### src/rtl/tff_arb_pkg.sv
// Shared types and constants for the toggle-bank arbiter.
// Latency: n/a (declarations only).
// Backpressure: n/a.
package tff_arb_pkg;

  // Arbiter FSM: idle, one grant cycle, one mandatory gap cycle.
  typedef enum logic [1:0] {
    IDLE  = 2'd0,
    APPLY = 2'd1,
    GAP   = 2'd2
  } state_t;

  localparam int DEF_N_REQ = 4;
  localparam int DEF_WIDTH = 8;
  localparam int CNT_W     = 16;

endpackage

### src/rtl/tff_bank.sv
// Bank of WIDTH T flip-flops; each bit toggles when its t bit is set at the edge.
// Latency: q reflects t/clr one cycle after they are sampled.
// Backpressure: none; t and clr are applied unconditionally.
// Ports: clk, rst (sync, active-high), clr (sync clear), t[WIDTH] (toggle enables), q[WIDTH] (state).
module tff_bank
  import tff_arb_pkg::*;
#(
  parameter int WIDTH = DEF_WIDTH
) (
  input  logic             clk,
  input  logic             rst,
  input  logic             clr,
  input  logic [WIDTH-1:0] t,
  output logic [WIDTH-1:0] q
);

  always_ff @(posedge clk) begin
    if (rst || clr) begin
      q <= '0;
    end else begin
      q <= q ^ t;
    end
  end

endmodule

### src/rtl/tff_toggle_arbiter.sv
// Round-robin arbiter granting requesters the right to XOR their mask into a shared T-FF bank.
// Latency: gnt one cycle after req is sampled in IDLE; q/toggle_cnt update on the edge leaving APPLY.
// Backpressure: at most one grant per 3 cycles; requesters hold req until granted, en low blocks new grants.
// Ports: clk, rst (sync, active-high), en, clr, req[N_REQ], mask[N_REQ*WIDTH] (slice i = requester i),
//        gnt[N_REQ] (one-hot pulse), q[WIDTH], busy, toggle_cnt[16].
module tff_toggle_arbiter
  import tff_arb_pkg::*;
#(
  parameter int N_REQ = DEF_N_REQ,
  parameter int WIDTH = DEF_WIDTH
) (
  input  logic                   clk,
  input  logic                   rst,
  input  logic                   en,
  input  logic                   clr,
  input  logic [N_REQ-1:0]       req,
  input  logic [N_REQ*WIDTH-1:0] mask,
  output logic [N_REQ-1:0]       gnt,
  output logic [WIDTH-1:0]       q,
  output logic                   busy,
  output logic [CNT_W-1:0]       toggle_cnt
);

  localparam int PW = (N_REQ > 1) ? $clog2(N_REQ) : 1;

  state_t           state;
  state_t           state_nxt;
  logic [PW-1:0]    ptr;
  logic [PW-1:0]    win;
  logic [PW-1:0]    win_comb;
  logic [PW-1:0]    win_hi;
  logic [PW-1:0]    win_lo;
  logic             hi_found;
  logic             lo_found;
  logic [WIDTH-1:0] mask_win;
  logic [WIDTH-1:0] t_vec;
  logic             bank_clr;
  logic [CNT_W-1:0] cnt;

  // Round-robin pick: the lowest set req at or above ptr wins; if none, the
  // lowest set req overall (the wrap-around case). The loop runs downward so
  // the final assignment is the lowest index.
  always_comb begin
    win_hi   = '0;
    win_lo   = '0;
    hi_found = 1'b0;
    lo_found = 1'b0;
    for (int i = N_REQ - 1; i >= 0; i--) begin
      if (req[i]) begin
        win_lo   = PW'(i);
        lo_found = 1'b1;
        if (PW'(i) >= ptr) begin
          win_hi   = PW'(i);
          hi_found = 1'b1;
        end
      end
    end
    win_comb = hi_found ? win_hi : win_lo;
  end

  // Mask slice of the latched winner.
  always_comb begin
    mask_win = '0;
    for (int i = 0; i < N_REQ; i++) begin
      if (win == PW'(i)) begin
        mask_win = mask[i*WIDTH +: WIDTH];
      end
    end
  end

  // Next-state logic; clr in IDLE pre-empts arbitration for that cycle.
  always_comb begin
    state_nxt = state;
    case (state)
      IDLE:    if (!clr && en && lo_found) state_nxt = APPLY;
      APPLY:   state_nxt = GAP;
      GAP:     state_nxt = IDLE;
      default: state_nxt = IDLE;
    endcase
  end

  always_ff @(posedge clk) begin
    if (rst) begin
      state <= IDLE;
    end else begin
      state <= state_nxt;
    end
  end

  always_ff @(posedge clk) begin
    if (rst) begin
      ptr <= '0;
      win <= '0;
      gnt <= '0;
      cnt <= '0;
    end else begin
      gnt <= '0;
      if (state == IDLE && state_nxt == APPLY) begin
        win <= win_comb;
        gnt <= N_REQ'(1) << win_comb;
      end
      if (state == APPLY) begin
        cnt <= cnt + 1'b1;
        ptr <= (win == PW'(N_REQ - 1)) ? '0 : win + 1'b1;
      end
    end
  end

  // The toggle lands on the edge leaving APPLY; clr is honoured only in IDLE.
  // Reset inside the bank beats t, so an aborted grant never toggles q.
  assign t_vec    = (state == APPLY) ? mask_win : '0;
  assign bank_clr = clr && (state == IDLE);

  tff_bank #(.WIDTH(WIDTH)) u_bank (
    .clk (clk),
    .rst (rst),
    .clr (bank_clr),
    .t   (t_vec),
    .q   (q)
  );

  assign busy       = (state != IDLE);
  assign toggle_cnt = cnt;

endmodule

### config.mk
export PLATFORM = sky130hd
export DESIGN_NAME = tff_toggle_arbiter
export DESIGN_NICKNAME = d
export VERILOG_FILES = /design/src/rtl/tff_arb_pkg.sv /design/src/rtl/tff_bank.sv /design/src/rtl/tff_toggle_arbiter.sv
export SDC_FILE = /design/constraint.sdc
export NUM_CORES = 1
export LEC_CHECK = 0
export BUFFER_PORTS_ARGS = -buffer_cell sky130_fd_sc_hd__buf_2
export CORE_AREA = 8 8 74 76
export DETAILED_ROUTE_END_ITERATION = 8
export DIE_AREA = 0 0 82 84
export HOLD_SLACK_MARGIN = 0.02
export MAX_ROUTING_LAYER = met4
export PLACE_DENSITY = 0.71
export SLEW_MARGIN = 20
export SYNTH_ARGS = -nofsm -noshare
export SYNTH_HDL_FRONTEND = slang
export SYNTH_SLANG_ARGS = --single-unit
### constraint.sdc
create_clock -name clk -period 1.9 [get_ports clk]
set_input_delay 0.38 -clock clk [delete_from_list [all_inputs] [get_ports clk]]
set_output_delay 0.38 -clock clk [all_outputs]
set_load 0.05 [all_outputs]
After elaboration in Yosys (flattened, before gate mapping)
Cells that the tools add are included.
W data, S select, Z words.
{"block": "op_classes", "n_mul": 0, "bitwise": 2, "n_div": 0, "n_lt_le_gt_ge": 4, "n_mux": 33, "n_addsub": 2, "n_shift": 1, "n_reduce_logical": 10, "n_eq_ne": 5}
{"cell": "$mux W8", "count": 5}
{"cell": "$mux W2", "count": 15}
{"cell": "$add A16 B1 Y16 const B", "count": 1}
{"cell": "$mux W1", "count": 12}
{"cell": "$xor A8 B8 Y8", "count": 1}
{"cell": "$eq A2 B1 Y1 const B", "count": 3}
{"cell": "$eq A2 B2 Y1 const B", "count": 2}
{"cell": "$ge A1 B2 Y1 const A", "count": 2}
{"cell": "$ge A2 B2 Y1 const A", "count": 2}
{"cell": "$logic_and A1 B1 Y1", "count": 4}
{"cell": "$logic_not A2 Y1", "count": 2}
{"cell": "$pmux W2 S2", "count": 1}
{"cell": "$shl A1 B2 Y4 const A", "count": 1}
{"cell": "$add A2 B1 Y2 const B", "count": 1}
{"cell": "$reduce_bool A2 Y1", "count": 1}
{"cell": "$reduce_or A2 Y1", "count": 1}
{"cell": "$logic_not A1 Y1", "count": 1}
{"cell": "$logic_or A1 B1 Y1", "count": 1}
{"cell": "$not A1 Y1", "count": 1}
{"block": "totals", "latchBits": 0, "mem_count": 0, "romBits": 0, "register_bits": 34, "word_cells": 63, "ramBits": 0, "input_bits": 40}

Logic depth before layout (Yosys ltp)
{"block": "logic_depth", "ltp_word": 11, "ltp_mapped": 7}

Hierarchy
A second synthesis with hierarchy kept.
{"block": "hier_totals", "hier_cells": 207, "hier_area_um2": 1751.7}
{"mod": "tff_toggle_arbiter", "cells_per_inst": 181, "seq_area_each_um2": 520.5, "n_inst": 1, "area_per_inst_um2": 1453.9}
{"mod": "tff_bank", "cells_per_inst": 26, "seq_area_each_um2": 160.2, "n_inst": 1, "area_per_inst_um2": 297.8}

Least setup slack after synthesis
Ideal clock, no wire load.
{"block": "synth_path", "kind": "reg2reg", "startpoint": "reg cnt[0] (netlist: toggle_cnt[0])", "endpoint": "reg cnt[14] (netlist: toggle_cnt[14])", "t_arrival_ns": 1.707, "path_stages_with_launch": 5, "path_slack_ns": 0.122, "cell_sequence": "dfxtp_1 > ha_1 > nand3_1 > or4_1 > a21oi_1"}
{"block": "synth_via", "elab_chain_len": 1}
{"item": "from (decl)", "line": "tff_toggle_arbiter.sv:38", "rtl": "logic [CNT_W-1:0] cnt;"}
{"item": "from (signal assigned)", "line": "tff_toggle_arbiter.sv:103", "rtl": "cnt <= cnt + 1'b1;"}
{"item": "$add A16 B1 Y16", "line": "tff_toggle_arbiter.sv:103"}
No other way between the ends.
A chain may end at the register's enable or synchronous reset.

Worst setup path in the final report
{"block": "layout_path", "startpoint": "reg win[1]", "endpoint": "reg u_bank.q[4]"}
{"block": "layout_via", "elab_chain_len": 7, "elab_cells_between_ends": 10, "classes_between": "eq/ne (3); mux (5); bitwise (1); reduce/logical (1)"}
{"item": "from (decl)", "line": "tff_toggle_arbiter.sv:29", "rtl": "logic [PW-1:0] win;"}
{"item": "from (signal assigned)", "line": "tff_toggle_arbiter.sv:99", "rtl": "win <= win_comb;"}
{"item": "$logic_not A2 Y1", "line": "tff_toggle_arbiter.sv:65", "rtl": "if (win == PW'(i)) begin"}
{"item": "$mux W8 (3 in a row)", "line": "tff_toggle_arbiter.sv:65"}
{"item": "$mux W8 (*)", "line": "tff_toggle_arbiter.sv:65"}
{"item": "$mux W8 (*)", "line": "tff_toggle_arbiter.sv:111", "rtl": "assign t_vec = (state == APPLY) ? mask_win : '0;"}
{"item": "$xor A8 B8 Y8 (*)", "line": "tff_bank.sv:21", "rtl": "q <= q ^ t;"}
{"item": "to (signal assigned)", "line": "tff_bank.sv:21"}
{"item": "to (decl)", "line": "tff_bank.sv:14", "rtl": "output logic [WIDTH-1:0] q"}
Mark *: on every way between the ends. The rest lies on a longest branch, timed or not.

==> metrics.csv <==
stage,metric,value,unit
synthesis,synthDistinctLibCells,39,
setup_path,r2r_end,u_bank.q[4],
clock_network,cts_root_buf,clkbuf_8,
die,io_pins,69,
setup_path,cp-startpoint,win[1],
clock_network,postCtsSetupBuffers,0,
die,die_w,82,um
timing,hold_viol_final,0,
worst_hold_path,min_path_cells,3,
job,maxCapViolations,0,
setup_path,cp.required,2.07,ns
die,design.die.area,6888,sq um
timing,slew_headroom,44.82,%
place,portBuffers,68,
route,drc,0,
timing,drv_slew,0,
final_layout,nets,338,
global_route,antenna_found_initial,0,
setup_path,r2r_slack,0.1,ns
global_route,first_global_vias,1806,
timing,rsz0062_at_grt,false,
die,initial_core_util,43.31,%
final_layout,final_cell_mix,"buf_2 (68), dfxtp_1 (34), nor2_1 (20)",
pwr,peakVddDrop,504.1,uV
setup_path,crit_arrival,1.97,ns
route,drt-wirelength-per-cell,14.66,um
synthesis,synthFlopType,dfxtp_1,
route,antenna_left,0,
global_route,gr-total-overflow,0,
synthesis,syn_area_per_cell,8.510,sq um
synthesis,synth.net_count,262,
clock_network,clkSinkCount,34,
worst_hold_path,min_to,u_bank.q[1],
synthesis,synthTopCellsByArea,"dfxtp_1 (37%), mux2i_1 (4.9%), a21oi_1 (4.3%), nor2_1 (4.1%), a2111oi_0 (3.8%)",
setup_path,crit_family,compound AO/OA/AOI/OAI gates,
timing,setup-tns-final,0,ns
global_route,grt_pass1_wl,8.204,mm
setup_path,critPathSlowestCell,a2111oi_0,
clock_network,cts_inserted_buffers,5,
place,dp_hpwl,3.926,mm
route,dr.pass1.iters,4,
final_layout,mostFrequentLayoutCell,buf_2,
synthesis,yosysTopAreaCellShare,36.86,%
final_layout,syn_to_final_growth,33.40,%
route,drt_first_iter_violations,60,
setup_path,critPathLaunchType,flip-flop,
setup_path,r2r-start,win[1],
timing,setup_viol,0,
global_route,grt_util_all_layers,14.99,%
place,gp_congestion,0.7977,
final_layout,diodes,0,
timing,clock.fmax,554.1,MHz
clock_network,htree_levels,2,
final_layout,layout-drive-gt1-share,33.33,%
synthesis,yosys.area.top_type,dfxtp_1,
setup_path,cp_max_fo,8,
timing,final.setup_skew,0.007028,ns
synthesis,synth-seq-cells,34,
setup_path,criticalPathCategory,flip-flop to flip-flop,
timing,post-route-min-period,1.805,ns
synthesis,async_flop_share,0,%
setup_path,rr_worst_depth,7,
clock_network,holdBufCountCts,0,
timing,worst_pin_slew,0.8260,ns
global_route,grt_max_degree,15,
setup_path,worst-path-buf-inv,2,
route,via_per_inst,5.373,
pwr,power.leakage,1.098,nW
synthesis,synth_edf_count,0,
die,die_h,84,um
outcome,outcome,"finished, final reports clean",
timing,finalWorstSetupSlack,0.09533,ns
worst_hold_path,min_path_type,input pin to flip-flop,
synthesis,ys_warn_count,0,
die,core_area,4264,sq um
worst_hold_path,hold_start,mask[25],
clock_network,cts_resized,1,
synthesis,ys_seq_area_share,36.86,%
place,post-place-ws,0.004206,ns
clock_network,cts_tree,yes,
die,fp-row-count,24,
synthesis,synthCells,217,
clock_network,clockBufferDepth,2,
setup_path,path_cells,inv_1 > ha_1 > buf_4 > nand3b_1 > a2111oi_0 > a31oi_1 > mux2i_1,
setup_path,cpPeakStageDelay,0.38,ns
synthesis,netlist_area,1847,sq um
timing,period_share,94.98,%
setup_path,end_kind,flip-flop,
route,vias,1859,
pwr,powerDensity,717.5,nW/um^2
clock_network,clkLatencyLatePin,0.29,ns
clock_network,clk_pin_slew,0.07,ns
route,routed_wirelength,5.073,mm
synthesized netlist by cell type, drive strengths merged, types with 3 or more instances:
cell / number
nor2: 20
nand3: 4
nand3b: 9
a31oi: 8
nand2: 15
a2111oi: 8
a21oi: 16
nor4: 4
nor3: 7
xor2: 4
clkbuf: 9
ha: 5
or3: 10
xnor2: 7
dfxtp: 34
nor2b: 10
nand4: 8
nor3b: 3
inv: 6
mux2i: 9
through the flow:
step	hold WS (ns)	util (%)	total power, mW	std cells	instance area, sq um
final	0.4261	57.78	1.768	346	2464
after global routing	0.4446	57.78	1.839	346	2464
after CTS	0.4232	57.25	1.779	346	2441
after detailed placement	0.4633	53.87	0.9579	338	2297
after global placement	0.4587	53.87	0.9544	338	2297
after floorplan	0.4811	-	0.8714	217	1847
state kept, by name (all words and copies together), names as in the netlist:
register,cells
toggle_cnt,16
u_bank.q,8
gnt,4
ptr,2
state,2
win,2
how the worst max path moves through the flow:
stage | endpoint | slack [ns] | cells after the start
2_1_floorplan | toggle_cnt[14] | 0.12 | 4
3_3_place_gp | u_bank.q[0] | 0.02 | 7
3_5_place_dp | u_bank.q[0] | 0.004 | 7
4_1_cts | u_bank.q[7] | 0.01 | 7
5_1_grt | u_bank.q[4] | 0.007 | 7
6_report | u_bank.q[4] | 0.1 | 7
metal layers:
metal / vias up / share of wire [%] / track usage, %
met4: 0 / 0.75 / 3.834
met2: 56 / 52 / 25.29
li1: 942 / - / -
met1: 856 / 42 / 16.88
met5: - / 0 / -
met3: 5 / 6.0 / 3.772
cell type report:
type / count / area, sq um
Multi-Input combinational cell: 167 / 1130
Fill cell: 393 / 1800
Inverter: 6 / 22.52
Clock buffer: 6 / 82.58
Clock inverter: 2 / 60.06
Sequential cell: 34 / 680.7
Timing Repair Buffer: 79 / 422.9
Tap cell: 52 / 65.06
report_power, final:
group / switching [mW] / internal [mW] / leakage, nW
Combinational: 0.122 / 0.0921 / 0.752
Sequential: 0.0105 / 0.724 / 0.275
Clock: 0.260 / 0.560 / 0.0714
Total: 0.392 / 1.38 / 1.10
logic make-up (layout without fill, tap and decap cells):
group	count (synthesis)	after routing	share of synthesized area, %
compound gates	39	39	13.89
mux	11	11	6.098
fa+ha+maj	5	5	3.388
xor+xnor	11	11	5.217
flops	34	34	36.86
buf+inv	16	93	3.252
simple gates	101	101	31.30
worst reg2reg max path: cells and delay by family (launching register included):
family,cells,cell delay (ns)
flops,1,0.36
compound gates,2,0.49
buf+inv,2,0.27
simple gates,1,0.15
mux,1,0.15
fa+ha+maj,1,0.27
Power figures use the tool's default switching activity.
